===== config.mk =====
export PLATFORM = sky130hd
export DESIGN_NAME = id_stage
export DESIGN_NICKNAME = d
export VERILOG_FILES = /design/src/rtl/id_stage.sv
export SDC_FILE = /design/constraint.sdc
export NUM_CORES = 1
export LEC_CHECK = 0
export CAP_MARGIN = 20
export CORE_ASPECT_RATIO = 0.8
export CORE_MARGIN = 4
export CORE_UTILIZATION = 59
export DETAILED_ROUTE_END_ITERATION = 10
export HOLD_SLACK_MARGIN = 0.12
export PLACE_DENSITY = 0.81
export SLEW_MARGIN = 20
export SYNTH_ARGS = -nofsm -noshare
export SYNTH_HDL_FRONTEND = slang
export SYNTH_SLANG_ARGS = --single-unit

===== constraint.sdc =====
create_clock -name clk -period 20 [get_ports clk]
set_input_delay 4 -clock clk [delete_from_list [all_inputs] [get_ports clk]]
set_output_delay 4 -clock clk [all_outputs]
set_load 0.005 [all_outputs]

===== src/rtl/id_stage.sv =====
// id_stage: ARM decode stage with the 16x32 register file,
// NZCV condition check and source indices for the hazard unit.
module id_stage #(
    parameter int REG_INIT_INDEX = 0,
    parameter int BYPASS_EN      = 1
) (
    input  logic        clk,
    input  logic        rst,
    input  logic [31:0] pc_in,
    input  logic [31:0] instruction_in,
    input  logic [3:0]  status_in,
    input  logic        hazard,
    input  logic        wb_en_in,
    input  logic [3:0]  wb_dest,
    input  logic [31:0] wb_value,
    output logic [31:0] pc_out,
    output logic        wb_en,
    output logic        mem_r_en,
    output logic        mem_w_en,
    output logic        b,
    output logic        s,
    output logic [3:0]  exe_cmd,
    output logic [31:0] val_rn,
    output logic [31:0] val_rm,
    output logic        imm,
    output logic [11:0] shift_operand,
    output logic [23:0] signed_imm_24,
    output logic [3:0]  dest,
    output logic [3:0]  src1,
    output logic [3:0]  src2,
    output logic        two_src
);

    localparam logic BYP = (BYPASS_EN != 0);

    logic [31:0] r_regs [16];

    logic [3:0] w_cond;
    logic [1:0] w_mode;
    logic [3:0] w_op;
    logic       w_sbit;
    logic       w_n, w_z, w_c, w_v;
    logic       w_cond_pass;
    logic [3:0] w_cmd;
    logic       w_wb, w_mr, w_mw, w_b, w_s;
    logic       w_is_str;
    logic       w_bubble;
    logic [3:0] w_src1, w_src2;
    logic       w_byp_rn, w_byp_rm;

    assign w_cond = instruction_in[31:28];
    assign w_mode = instruction_in[27:26];
    assign w_op   = instruction_in[24:21];
    assign w_sbit = instruction_in[20];
    assign {w_n, w_z, w_c, w_v} = status_in;

    // Evaluate the condition field against the current flags
    always_comb begin
        w_cond_pass = 1'b0;
        case (w_cond)
            4'h0:    w_cond_pass = w_z;
            4'h1:    w_cond_pass = ~w_z;
            4'h2:    w_cond_pass = w_c;
            4'h3:    w_cond_pass = ~w_c;
            4'h4:    w_cond_pass = w_n;
            4'h5:    w_cond_pass = ~w_n;
            4'h6:    w_cond_pass = w_v;
            4'h7:    w_cond_pass = ~w_v;
            4'h8:    w_cond_pass = w_c & ~w_z;
            4'h9:    w_cond_pass = ~w_c | w_z;
            4'hA:    w_cond_pass = (w_n == w_v);
            4'hB:    w_cond_pass = (w_n != w_v);
            4'hC:    w_cond_pass = ~w_z & (w_n == w_v);
            4'hD:    w_cond_pass = w_z | (w_n != w_v);
            4'hE:    w_cond_pass = 1'b1;
            default: w_cond_pass = 1'b0;
        endcase
    end

    // Raw control decode, before the bubble is applied
    always_comb begin
        w_cmd = 4'd0;
        w_wb  = 1'b0;
        w_mr  = 1'b0;
        w_mw  = 1'b0;
        w_b   = 1'b0;
        w_s   = 1'b0;
        unique case (w_mode)
            2'b00: begin
                w_wb = 1'b1;
                w_s  = w_sbit;
                case (w_op)
                    4'b1101: w_cmd = 4'b0001;
                    4'b1111: w_cmd = 4'b1001;
                    4'b0100: w_cmd = 4'b0010;
                    4'b0101: w_cmd = 4'b0011;
                    4'b0010: w_cmd = 4'b0100;
                    4'b0110: w_cmd = 4'b0101;
                    4'b0000: w_cmd = 4'b0110;
                    4'b1100: w_cmd = 4'b0111;
                    4'b0001: w_cmd = 4'b1000;
                    4'b1010: begin
                        w_cmd = 4'b0100;
                        w_wb  = 1'b0;
                    end
                    4'b1000: begin
                        w_cmd = 4'b0110;
                        w_wb  = 1'b0;
                    end
                    default: begin
                        w_wb = 1'b0;
                        w_s  = 1'b0;
                    end
                endcase
            end
            2'b01: begin
                w_cmd = 4'b0010;
                if (w_sbit) begin
                    w_mr = 1'b1;
                    w_wb = 1'b1;
                end else begin
                    w_mw = 1'b1;
                end
            end
            2'b10: w_b = 1'b1;
            2'b11: ;
        endcase
    end

    // Register file: async reset to init contents, write on clk
    always_ff @(posedge clk or posedge rst) begin
        if (rst) begin
            for (int i = 0; i < 16; i++) begin
                r_regs[i] <= (REG_INIT_INDEX != 0) ? 32'(i) : 32'd0;
            end
        end else if (wb_en_in) begin
            r_regs[wb_dest] <= wb_value;
        end
    end

    assign w_is_str = (w_mode == 2'b01) & ~w_sbit;
    assign w_src1   = instruction_in[19:16];
    assign w_src2   = w_is_str ? instruction_in[15:12]
                               : instruction_in[3:0];

    assign w_bubble = hazard | ~w_cond_pass
                    | (instruction_in == 32'd0);

    assign w_byp_rn = BYP & ~rst & wb_en_in & (wb_dest == w_src1);
    assign w_byp_rm = BYP & ~rst & wb_en_in & (wb_dest == w_src2);

    assign val_rn = w_byp_rn ? wb_value : r_regs[w_src1];
    assign val_rm = w_byp_rm ? wb_value : r_regs[w_src2];

    assign pc_out        = pc_in;
    assign wb_en         = w_wb & ~w_bubble;
    assign mem_r_en      = w_mr & ~w_bubble;
    assign mem_w_en      = w_mw & ~w_bubble;
    assign b             = w_b  & ~w_bubble;
    assign s             = w_s  & ~w_bubble;
    assign exe_cmd       = w_bubble ? 4'd0 : w_cmd;
    assign imm           = instruction_in[25];
    assign shift_operand = instruction_in[11:0];
    assign signed_imm_24 = instruction_in[23:0];
    assign dest          = instruction_in[15:12];
    assign src1          = w_src1;
    assign src2          = w_src2;
    assign two_src       = ~instruction_in[25] | w_is_str;

endmodule


==> metrics.yaml <==
power.leakage_nw: 13.2
p_per_area_mw_per_mm2: 101
ir_drop_mv: 0.0721
worstPathMaxFanout: 66
yosys-top-cells-area: "dfrtp_1 (44%), mux2_2 (21%), mux4_2 (13%)"
finalSetupTns_ns: 0
grt_use_total: 0.306
maxSlewHeadroom: 0.260
final_common_cell: "mux2_2"
worst_pin_slew_ns: 1.11
core_mm2: 0.0487
num_rows: 72
syn-cell-area_mm2: 0.0293
root_buffer: "clkbuf_16"
postLayoutCoreUtil: 0.669
synth_edf_count: 0
cts.sinks: 512
wl_per_cell_um: 26.5
clk_latency_ns: 0.59
period_needed_ns: 13.13
reg.largest.list: "r_regs: 512 flops"
die_x_um: 257
crit_required_ns: 16.00
ys_async_sr_fraction: 1.00
finalCritPeriodShare: 0.656
postRouteAntennaNets: 0
critical_path_class: "in -> out"
cts.htree.levels: 2
cts_hold_buf: 0
vias: 21703
synth-seq-cells: 512
startpoint_type: "primary input"
antenna_found_initial: 2
synth_top_area_share: 0.438
syn2layout_area_growth_pct: 11.4
hpwl_um: 45000
min_path_type: "reg -> reg"
cp-end-kind: "primary output"
post_cts_buffers: 0
synth_largest_area_cell: "dfrtp_1"
finalSetupViolations: 0
clk_pin_slew_ns: 0.06
layout-drive-gt1-share: 0.365
synth_cell_types: 48
drt_wl_total_um: 82500
maxSlewViolCount: 0
drv_cap: 0
final_nets: 2521
synthCells: 2448
outcome: "complete, no violations"
grt_pass1_wl_um: 130000
top_register: "r_regs"
grt_max_degree: 157
crit_arrival_ns: 9.13
vias_per_cell: 6.96
die_y_um: 207
grt_pass1_vias: 22245
io_buffers: 198
die-area_mm2: 0.0533
hold_depth: 1
hold_viol: 0
yosysSeqAreaShare: 0.438
rsz0062_at_grt: "false"
whs_ns: 0.529
gp_congestion: 0.827
synth_flop_cell: "dfrtp_1"
cts_tree: "yes"
total_power_mw: 3.30
ys_warn_count: 0
grt-ovfl-total: 0
syn_area_per_cell_um2: 12.0
fmax_ghz: 0.0762
drc: 0
skew_ns: 0
initial_core_util: 0.601
reg2reg_depth: 1
final_cell_mix: "mux2_2 (544), dfrtp_1 (512), a21oi_1 (316)"
largest_register_ffs: 512
cts_resized: 0
drtIter0Drc: 2521
syn-num-nets: 2556
cts_made_buffers: 52
clock_path_buffers: 3
ios: 263
firstDrtPassIters: 6
[area by class of cell]
class,instances,area [um2]
clock inverter,16,145
sequential,512,12800
antenna,1,2.50
fill,3433,16100
tap,666,833
multi-input combinational,1605,14900
timing repair buffer,234,2260
clock buffer,78,1560
inverter,8,52.6
[metrics by stage]
| stage | instance area (um2) | cells | setup WS (ns) |
|---|---|---|---|
| finish | 32600 | 3120 | 6.87 |
| global route | 32600 | 3120 | 6.63 |
| detailed placement | 30900 | 3025 | 7.00 |
| floorplan | 29300 | 2448 | 1.70 |
| global placement | 30900 | 3025 | 7.12 |
| CTS | 32600 | 3119 | 6.99 |
[power by group]
part	total [mW]	switching, mW	internal (mW)
Sequential	1.48	0.200	1.28
Clock	0.979	0.416	0.564
Combinational	0.838	0.343	0.495
[worst paths after layout]
path | startpoint | to | slack [ns]
min reg2reg | r_regs[172] | r_regs[172] | 0.53
min | r_regs[172] | r_regs[172] | 0.53
min in group asynchronous | rst | r_regs[94] | 3.99
max | instruction_in[26] | val_rm[26] | 6.87
max in group asynchronous | rst | r_regs[55] | 13.89
max reg2reg | r_regs[219] | r_regs[219] | 19.15
[critical path, cell delays in order]
cell and delay [ns]:
clkdlybuf4s50_1 0.68, nor3b_2 0.74, mux2i_4 0.11, buf_4 0.39, inv_4 0.73, buf_4 0.81
a21oi_1 0.10, a221oi_1 0.36, a21oi_1 0.11, a221oi_2 0.44, clkdlybuf4s50_1 0.58
[cells in the mapped netlist (2+ instances only)]
master and number:
mux2_2 544, dfrtp_1 512, a21oi_1 316, nand2_1 275, clkbuf_1 180, mux4_2 166
buf_4 77, a221oi_1 65, a22oi_1 63, nor2_1 50, buf_1 34, a221oi_2 31
buf_2 23, nor3_1 11, nand2b_1 10, buf_6 9, nor4_1 9, nand3_1 7
inv_1 6, o21ai_0 5, or3_1 5, and3_1 4, mux2i_1 4, xor2_1 4
nand3b_1 3, nand4_1 3, or2_2 3, xnor2_1 3, a31oi_1 2, and2_4 2
inv_2 2, nor2b_1 2, nor4b_1 2, o21a_1 2
[metal layers]
| layer | vias to the layer above | part of all wire | track usage |
|---|---|---|---|
| met2 | 1326 | 0.48 | 0.491 |
| met1 | 11133 | 0.39 | 0.416 |
| met3 | 262 | 0.092 | 0.0604 |
| li1 | 8980 | - | - |
| met5 | - | 0.00011 | 0 |
| met4 | 2 | 0.038 | 0.120 |
[cell families after synthesis]
family,count (synthesis),share of synthesized area
and+or+nand+nor,391,0.0561
muxes,714,0.338
xor gates and xnor gates,7,0.00209
AOI/OAI and AO/OA,493,0.110
buffers and inverters,331,0.0556
DFF,512,0.438
Note: power is estimated with default switching activity, not from simulation.
